## src/rtl/cpu_pkg.sv

```systemverilog
// Shared CPU definitions: instruction field layout, register-address widths,
// fetch FSM encoding and default reset vector.
package cpu_pkg;

    localparam int unsigned ADDR_W_DEF  = 32;
    localparam int unsigned INSTR_W_DEF = 32;

    localparam int unsigned OPC_MSB = 31;
    localparam int unsigned OPC_LSB = 28;
    localparam int unsigned RD_MSB  = 27;
    localparam int unsigned RD_LSB  = 22;
    localparam int unsigned RS_MSB  = 21;
    localparam int unsigned RS_LSB  = 16;
    localparam int unsigned RT_MSB  = 15;
    localparam int unsigned RT_LSB  = 10;

    localparam int unsigned OPCODE_W   = 4;
    localparam int unsigned REG_ADDR_W = 6;
    localparam int unsigned CNT_W      = 32;

    localparam logic [ADDR_W_DEF-1:0] RESET_PC_DEF = 32'h0000_0000;

    typedef enum logic {
        BOOT = 1'b0,
        RUN  = 1'b1
    } fetch_state_e;

endpackage

```

## src/rtl/if_id_reg.sv

```systemverilog
// IF/ID pipeline register: valid-tagged, holds on stall, drops valid on flush.
module if_id_reg
    import cpu_pkg::*;
#(
    parameter int unsigned ADDR_W  = ADDR_W_DEF,
    parameter int unsigned INSTR_W = INSTR_W_DEF
) (
    input  logic               clk_i,
    input  logic               rst_ni,
    input  logic               load_i,
    input  logic               clear_i,
    input  logic               valid_i,
    input  logic [INSTR_W-1:0] instr_i,
    input  logic [ADDR_W-1:0]  pc_i,
    output logic               valid_o,
    output logic [INSTR_W-1:0] instr_o,
    output logic [ADDR_W-1:0]  pc_o
);

    logic               valid_q, valid_d;
    logic [INSTR_W-1:0] instr_q, instr_d;
    logic [ADDR_W-1:0]  pc_q,    pc_d;

    // Load has priority; clear only drops the valid tag and keeps the payload.
    always_comb begin
        valid_d = valid_q;
        instr_d = instr_q;
        pc_d    = pc_q;
        if (load_i) begin
            valid_d = valid_i;
            instr_d = instr_i;
            pc_d    = pc_i;
        end else if (clear_i) begin
            valid_d = 1'b0;
        end
    end

    always_ff @(posedge clk_i or negedge rst_ni) begin
        if (!rst_ni) begin
            valid_q <= 1'b0;
            instr_q <= '0;
            pc_q    <= '0;
        end else begin
            valid_q <= valid_d;
            instr_q <= instr_d;
            pc_q    <= pc_d;
        end
    end

    assign valid_o = valid_q;
    assign instr_o = instr_q;
    assign pc_o    = pc_q;

endmodule

```

## src/rtl/fetch_stage.sv

```systemverilog
// Instruction-fetch stage: owns the PC, drives a 1-cycle synchronous imem,
// handles redirect/stall and feeds the IF/ID register to decode.
module fetch_stage
    import cpu_pkg::*;
#(
    parameter int unsigned        ADDR_W   = ADDR_W_DEF,
    parameter int unsigned        INSTR_W  = INSTR_W_DEF,
    parameter logic [ADDR_W-1:0]  RESET_PC = ADDR_W'(RESET_PC_DEF)
) (
    input  logic                  clock,
    input  logic                  reset_n,
    input  logic                  stall,
    input  logic                  redirect,
    input  logic [ADDR_W-1:0]     redirect_pc,
    output logic [ADDR_W-1:0]     imem_addr,
    input  logic [INSTR_W-1:0]    imem_rdata,
    output logic                  id_valid,
    output logic [INSTR_W-1:0]    id_instr,
    output logic [ADDR_W-1:0]     id_pc,
    output logic [OPCODE_W-1:0]   id_opcode,
    output logic [REG_ADDR_W-1:0] id_rd,
    output logic [REG_ADDR_W-1:0] id_rs,
    output logic [REG_ADDR_W-1:0] id_rt,
    output logic [CNT_W-1:0]      fetch_count,
    output logic [CNT_W-1:0]      flush_count
);

    fetch_state_e      state_q, state_d;
    logic [ADDR_W-1:0] pc_f_q,  pc_f_d;
    logic              valid_f_q, valid_f_d;
    logic [CNT_W-1:0]  fetch_cnt_q, fetch_cnt_d;
    logic [CNT_W-1:0]  flush_cnt_q, flush_cnt_d;

    logic [ADDR_W-1:0] addr_c;
    logic              id_load_c;
    logic              id_clear_c;
    logic              id_valid_in_c;

    // Next-PC selection, IF/ID control and counter updates.
    always_comb begin
        state_d       = state_q;
        valid_f_d     = valid_f_q;
        fetch_cnt_d   = fetch_cnt_q;
        flush_cnt_d   = flush_cnt_q;
        addr_c        = RESET_PC;
        id_load_c     = 1'b0;
        id_clear_c    = 1'b0;
        id_valid_in_c = 1'b0;

        case (state_q)
            BOOT: begin
                state_d    = RUN;
                valid_f_d  = 1'b1;
                id_clear_c = 1'b1;
            end
            RUN: begin
                if (redirect) begin
                    addr_c    = redirect_pc;
                    valid_f_d = 1'b1;
                    id_load_c = 1'b1;
                    if (valid_f_q || id_valid) begin
                        flush_cnt_d = flush_cnt_q + CNT_W'(1);
                    end
                end else if (stall) begin
                    // Re-fetch the same word so imem_rdata stays stable.
                    addr_c = pc_f_q;
                end else begin
                    addr_c        = pc_f_q + ADDR_W'(1);
                    id_load_c     = 1'b1;
                    id_valid_in_c = valid_f_q;
                    if (valid_f_q) begin
                        fetch_cnt_d = fetch_cnt_q + CNT_W'(1);
                    end
                end
            end
            default: begin
                state_d = BOOT;
            end
        endcase

        pc_f_d = addr_c;
    end

    always_ff @(posedge clock or negedge reset_n) begin
        if (!reset_n) begin
            state_q     <= BOOT;
            pc_f_q      <= RESET_PC;
            valid_f_q   <= 1'b0;
            fetch_cnt_q <= '0;
            flush_cnt_q <= '0;
        end else begin
            state_q     <= state_d;
            pc_f_q      <= pc_f_d;
            valid_f_q   <= valid_f_d;
            fetch_cnt_q <= fetch_cnt_d;
            flush_cnt_q <= flush_cnt_d;
        end
    end

    if_id_reg #(
        .ADDR_W  (ADDR_W),
        .INSTR_W (INSTR_W)
    ) u_if_id (
        .clk_i   (clock),
        .rst_ni  (reset_n),
        .load_i  (id_load_c),
        .clear_i (id_clear_c),
        .valid_i (id_valid_in_c),
        .instr_i (imem_rdata),
        .pc_i    (pc_f_q),
        .valid_o (id_valid),
        .instr_o (id_instr),
        .pc_o    (id_pc)
    );

    assign imem_addr   = addr_c;
    assign id_opcode   = id_instr[OPC_MSB:OPC_LSB];
    assign id_rd       = id_instr[RD_MSB:RD_LSB];
    assign id_rs       = id_instr[RS_MSB:RS_LSB];
    assign id_rt       = id_instr[RT_MSB:RT_LSB];
    assign fetch_count = fetch_cnt_q;
    assign flush_count = flush_cnt_q;

endmodule

```

## config.mk

```make
export PLATFORM = sky130hd
export DESIGN_NAME = fetch_stage
export DESIGN_NICKNAME = d
export VERILOG_FILES = /design/src/rtl/cpu_pkg.sv /design/src/rtl/if_id_reg.sv /design/src/rtl/fetch_stage.sv
export SDC_FILE = /design/constraint.sdc
export NUM_CORES = 1
export LEC_CHECK = 0
export ABC_CLOCK_PERIOD_IN_PS = 3000
export CORE_AREA = 2 2 171 190
export DETAILED_ROUTE_END_ITERATION = 6
export DIE_AREA = 0 0 173 192
export PLACE_DENSITY = 0.58
export SETUP_SLACK_MARGIN = 0.3
export SYNTH_ARGS = -nofsm -noshare
export SYNTH_HDL_FRONTEND = slang
export SYNTH_HIERARCHICAL = 1
export SYNTH_SLANG_ARGS = --single-unit
export TNS_END_PERCENT = 30
```

## constraint.sdc

```tcl
create_clock -name clock -period 3 [get_ports clock]
set_input_delay 0.6 -clock clock [delete_from_list [all_inputs] [get_ports clock]]
set_output_delay 0.6 -clock clock [all_outputs]
set_load 0.05 [all_outputs]
```

==> results.py <==
metrics = {
    "route": {
        "wl_met2_um": 10800,
        "via_per_inst": 4.50,
        "met1Wirelength_um": 9960,
        "drc": 0,
        "first_iter_violations": 230,
        "drt.antenna.violating_nets": 0,
        "vias": 6177,
        "first_pass_iters": 4,
        "postRouteWirelength_um": 23000,
        "top_layer_used": "met5",
        "wl_per_cell_um": 16.8,
        "wl_met3_um": 2030,
    },
    "cells_and_area": {
        "num_antenna_cells": 0,
        "syn2layout_area_growth_pct": 60.1,
        "fin_area_sq_um": 12400,
        "final_cells": 1373,
        "drive_above_1_share": 0.279,
        "post-route-util": 0.397,
        "regArea_sq_um": 4090,
        "multi_input_area_sq_um": 3640,
        "nets": 1011,
        "n_fill_cell": 3020,
    },
    "cts": {
        "cts_inserted_buffers": 17,
        "cts_tree": "yes",
        "htree_levels": 4,
        "path_clk_slew_ns": 0.07,
        "clock-sinks": 163,
        "cts_root_buffer": "clkbuf_16",
        "cts_hold_buffers": 0,
        "clockBufferDepth": 2,
        "worst_skew_pair.late_latency_ns": 0.43,
    },
    "sta": {
        "rsz0062_at_grt": "yes",
        "setup_viol": 8,
        "drv_slew": 0,
        "hold_viol_final": 0,
        "worst_hold_slack_ns": 0.173,
        "totalNegativeSetupSlack_ns": -0.382,
        "worst_slack_ns": -0.0926,
        "worst_slew_pin_slew_ns": 0.612,
        "max_freq_mhz": 323,
        "period_minus_slack_ns": 3.09,
        "fin_crit_sh": 1.03,
        "slew_headroom": 0.592,
        "fin_skew_ns": 0.0144,
    },
    "critical_path": {
        "critPathLaunch": "pc_f_q[8]$_DFF_PN0_",
        "cp.required_ns": 2.40,
        "arrival_ns": 2.49,
        "crit_type": "register to primary output",
        "critPathCaptureType": "primary output",
        "worst_r2r_endpoint": "pc_f_q[15]$_DFF_PN0_",
        "reg2reg_depth": 7,
        "ff2ff_setup_slack_ns": 0.92,
        "crit_end": "imem_addr[29]",
        "path_max_fanout": 7,
        "startpoint_type": "register",
        "reg2reg_from": "pc_f_q[8]$_DFF_PN0_",
    },
    "logic_synthesis": {
        "ys.flop_type": "dfrtp_1",
        "ys_top_cells_by_area": "dfrtp_1, mux2_4, xnor2_1, mux2_2, xor2_1",
        "synth_fp_nets": 728,
        "yosysSeqAreaShare": 0.528,
        "ys_ff_latch": 163,
        "synthArstFlopShare": 1.00,
        "yosys_warnings": 6,
        "synth_area_leader_cell": "dfrtp_1",
        "yosysTopAreaCellShare": 0.528,
        "netlist_area_sq_um": 7720,
        "syn_avg_cell_area_sq_um": 11.7,
        "synth-edff-count": 0,
        "syn_inst": 657,
        "ys_types": 53,
    },
    "power": {
        "p_comb_frac": 0.307,
        "p_per_area_nw_per_um2": 566,
        "p_sw_frac": 0.352,
        "p_int_mw": 4.54,
        "p_sw_mw": 2.46,
        "clkPwrFrac": 0.321,
        "p_leak_nw": 5.22,
        "pwr-share-seq": 0.372,
        "peakVddDrop_v": 0.000315,
        "finalPower_mw": 7.00,
    },
    "grt": {
        "grt_pass1_wl_um": 36300,
        "grt-ovfl-total": 0,
        "grt_antenna_before_repair": 1,
        "grtUsageTotal": 0.140,
        "grt_pass1_vias": 6243,
        "grt_max_degree": 60,
    },
    "floorplan": {
        "die_area_sq_um": 33200,
        "core.rowCount": 68,
        "start_util": 0.248,
        "fp.dieW_um": 173,
        "dieHeight_um": 192,
        "io-pin-count": 251,
        "fp.coreArea_sq_um": 31100,
    },
    "placement": {
        "gp_congestion": 0.804,
        "dp_slack_ns": -0.398,
        "numPortBuffers": 250,
        "placed_cells": 1312,
        "hpwl_um": 16300,
        "dpl_cell_area_sq_um": 11300,
    },
    "hold_path": {
        "min_path_type": "primary input to asynchronous set/reset pin",
    },
    "outcome": {
        "status": "finished, violations left",
        "violations": "setup timing",
    },
    "flow_run": {
        "drv_cap": 0,
    },
}
-- layout make-up --
class                      instances  area share
inverter                          11     0.00334
timing repair buffer             321       0.280
multi-input combinational        426       0.294
clock inverter                    13      0.0122
tap                              420      0.0425
sequential                       163       0.331
clock buffer                      19      0.0367
-- cell families after synthesis --
logic type,Yosys count,synth area share
AND/OR/NAND/NOR,206,0.155
flip-flops,163,0.528
XOR/XNOR,75,0.0851
AO/OA/AOI/OAI,71,0.0553
multiplexers,70,0.120
buffers and inverters,68,0.0512
adder cells (fa/ha/maj),3,0.00486
other,1,0.000486
-- layout by cell type, fill, tap and decap left out, drive strengths merged, types with 8 or more instances in the layout --
master and n:
and2 8, and4 18, or3 8, clkdlybuf4s50 216
and3 16, nor3 17, nand3 27, a21oi 13
buf 105, mux2 66, a31oi 8, dfrtp 163
nand4 30, clkbuf 19, nand2 31, o21ai 32
nor2 23, xnor2 44, inv 13, xor2 31
-- layer usage --
metal	up-vias	track usage
met5	-	0
met4	2	0.0365
met3	14	0.0588
met2	228	0.223
met1	3029	0.175
li1	2904	-
-- power by group through the flow --
stage,clock (mW),combinational [mW],sequential (mW)
2_1_floorplan,0,0.702,3.23
3_3_place_gp,0,2.13,2.64
3_5_place_dp,0,2.13,2.65
4_1_cts,2.34,2.17,2.61
5_1_grt,2.42,2.26,2.64
6_report,2.25,2.15,2.60
-- worst max-delay path, stage by stage, from the launching register on --
cell,delay (ns)
dfrtp_2,0.42
nand4_1,0.17
or4_4,0.52
buf_6,0.15
or4_4,0.43
a31oi_4,0.21
buf_12,0.16
-- state kept, by name, indices dropped and copies added (netlist names) --
name	flops
u_if_id/instr_o	32
state_q	1
valid_f_q	1
u_if_id/pc_o	32
pc_f_q	32
fetch_count	32
u_if_id/valid_o	1
flush_count	32
-- synth_stat cells, types with 9 or more instances --
master    number
nor2_1        23
mux2_4        38
clkbuf_1      17
xor2_1        31
and4_1        17
nand2_1       31
o21ai_0       32
nor3_1        17
a21oi_1       13
nand3_1       27
and3_1        15
inv_1          9
dfrtp_1      163
xnor2_1       44
nand4_1       30
buf_4         22
buf_2          9
mux2_2        28
-- what timing repair did --
item / in CTS / in global routing
setup buffers: 18 / 10
gates resized for setup: 36 / 17
endpoints found under the hold margin: 0 / 0
setup endpoints to repair: 30 / 27
pin swaps: 18 / 18
gates cloned: 1 / 0
-- worst min path at each step --
| stage | from | endpoint | slack [ns] | cells after the start |
|---|---|---|---|---|
| floorplan | reset_n | fetch_count[0]$_DFFE_PN0P_ | 0.30 | 0 |
| global placement | fetch_count[31]$_DFFE_PN0P_ | fetch_count[31]$_DFFE_PN0P_ | 0.46 | 1 |
| detailed placement | fetch_count[26]$_DFFE_PN0P_ | fetch_count[26]$_DFFE_PN0P_ | 0.48 | 1 |
| CTS | reset_n | u_if_id/valid_o$_DFFE_PN0P_ | 0.17 | 1 |
| global route | reset_n | u_if_id/valid_o$_DFFE_PN0P_ | 0.19 | 1 |
| finish | reset_n | u_if_id/instr_o[27]$_DFFE_PN0P_ | 0.17 | 1 |
No activity file was read; power rests on OpenSTA's default activity.
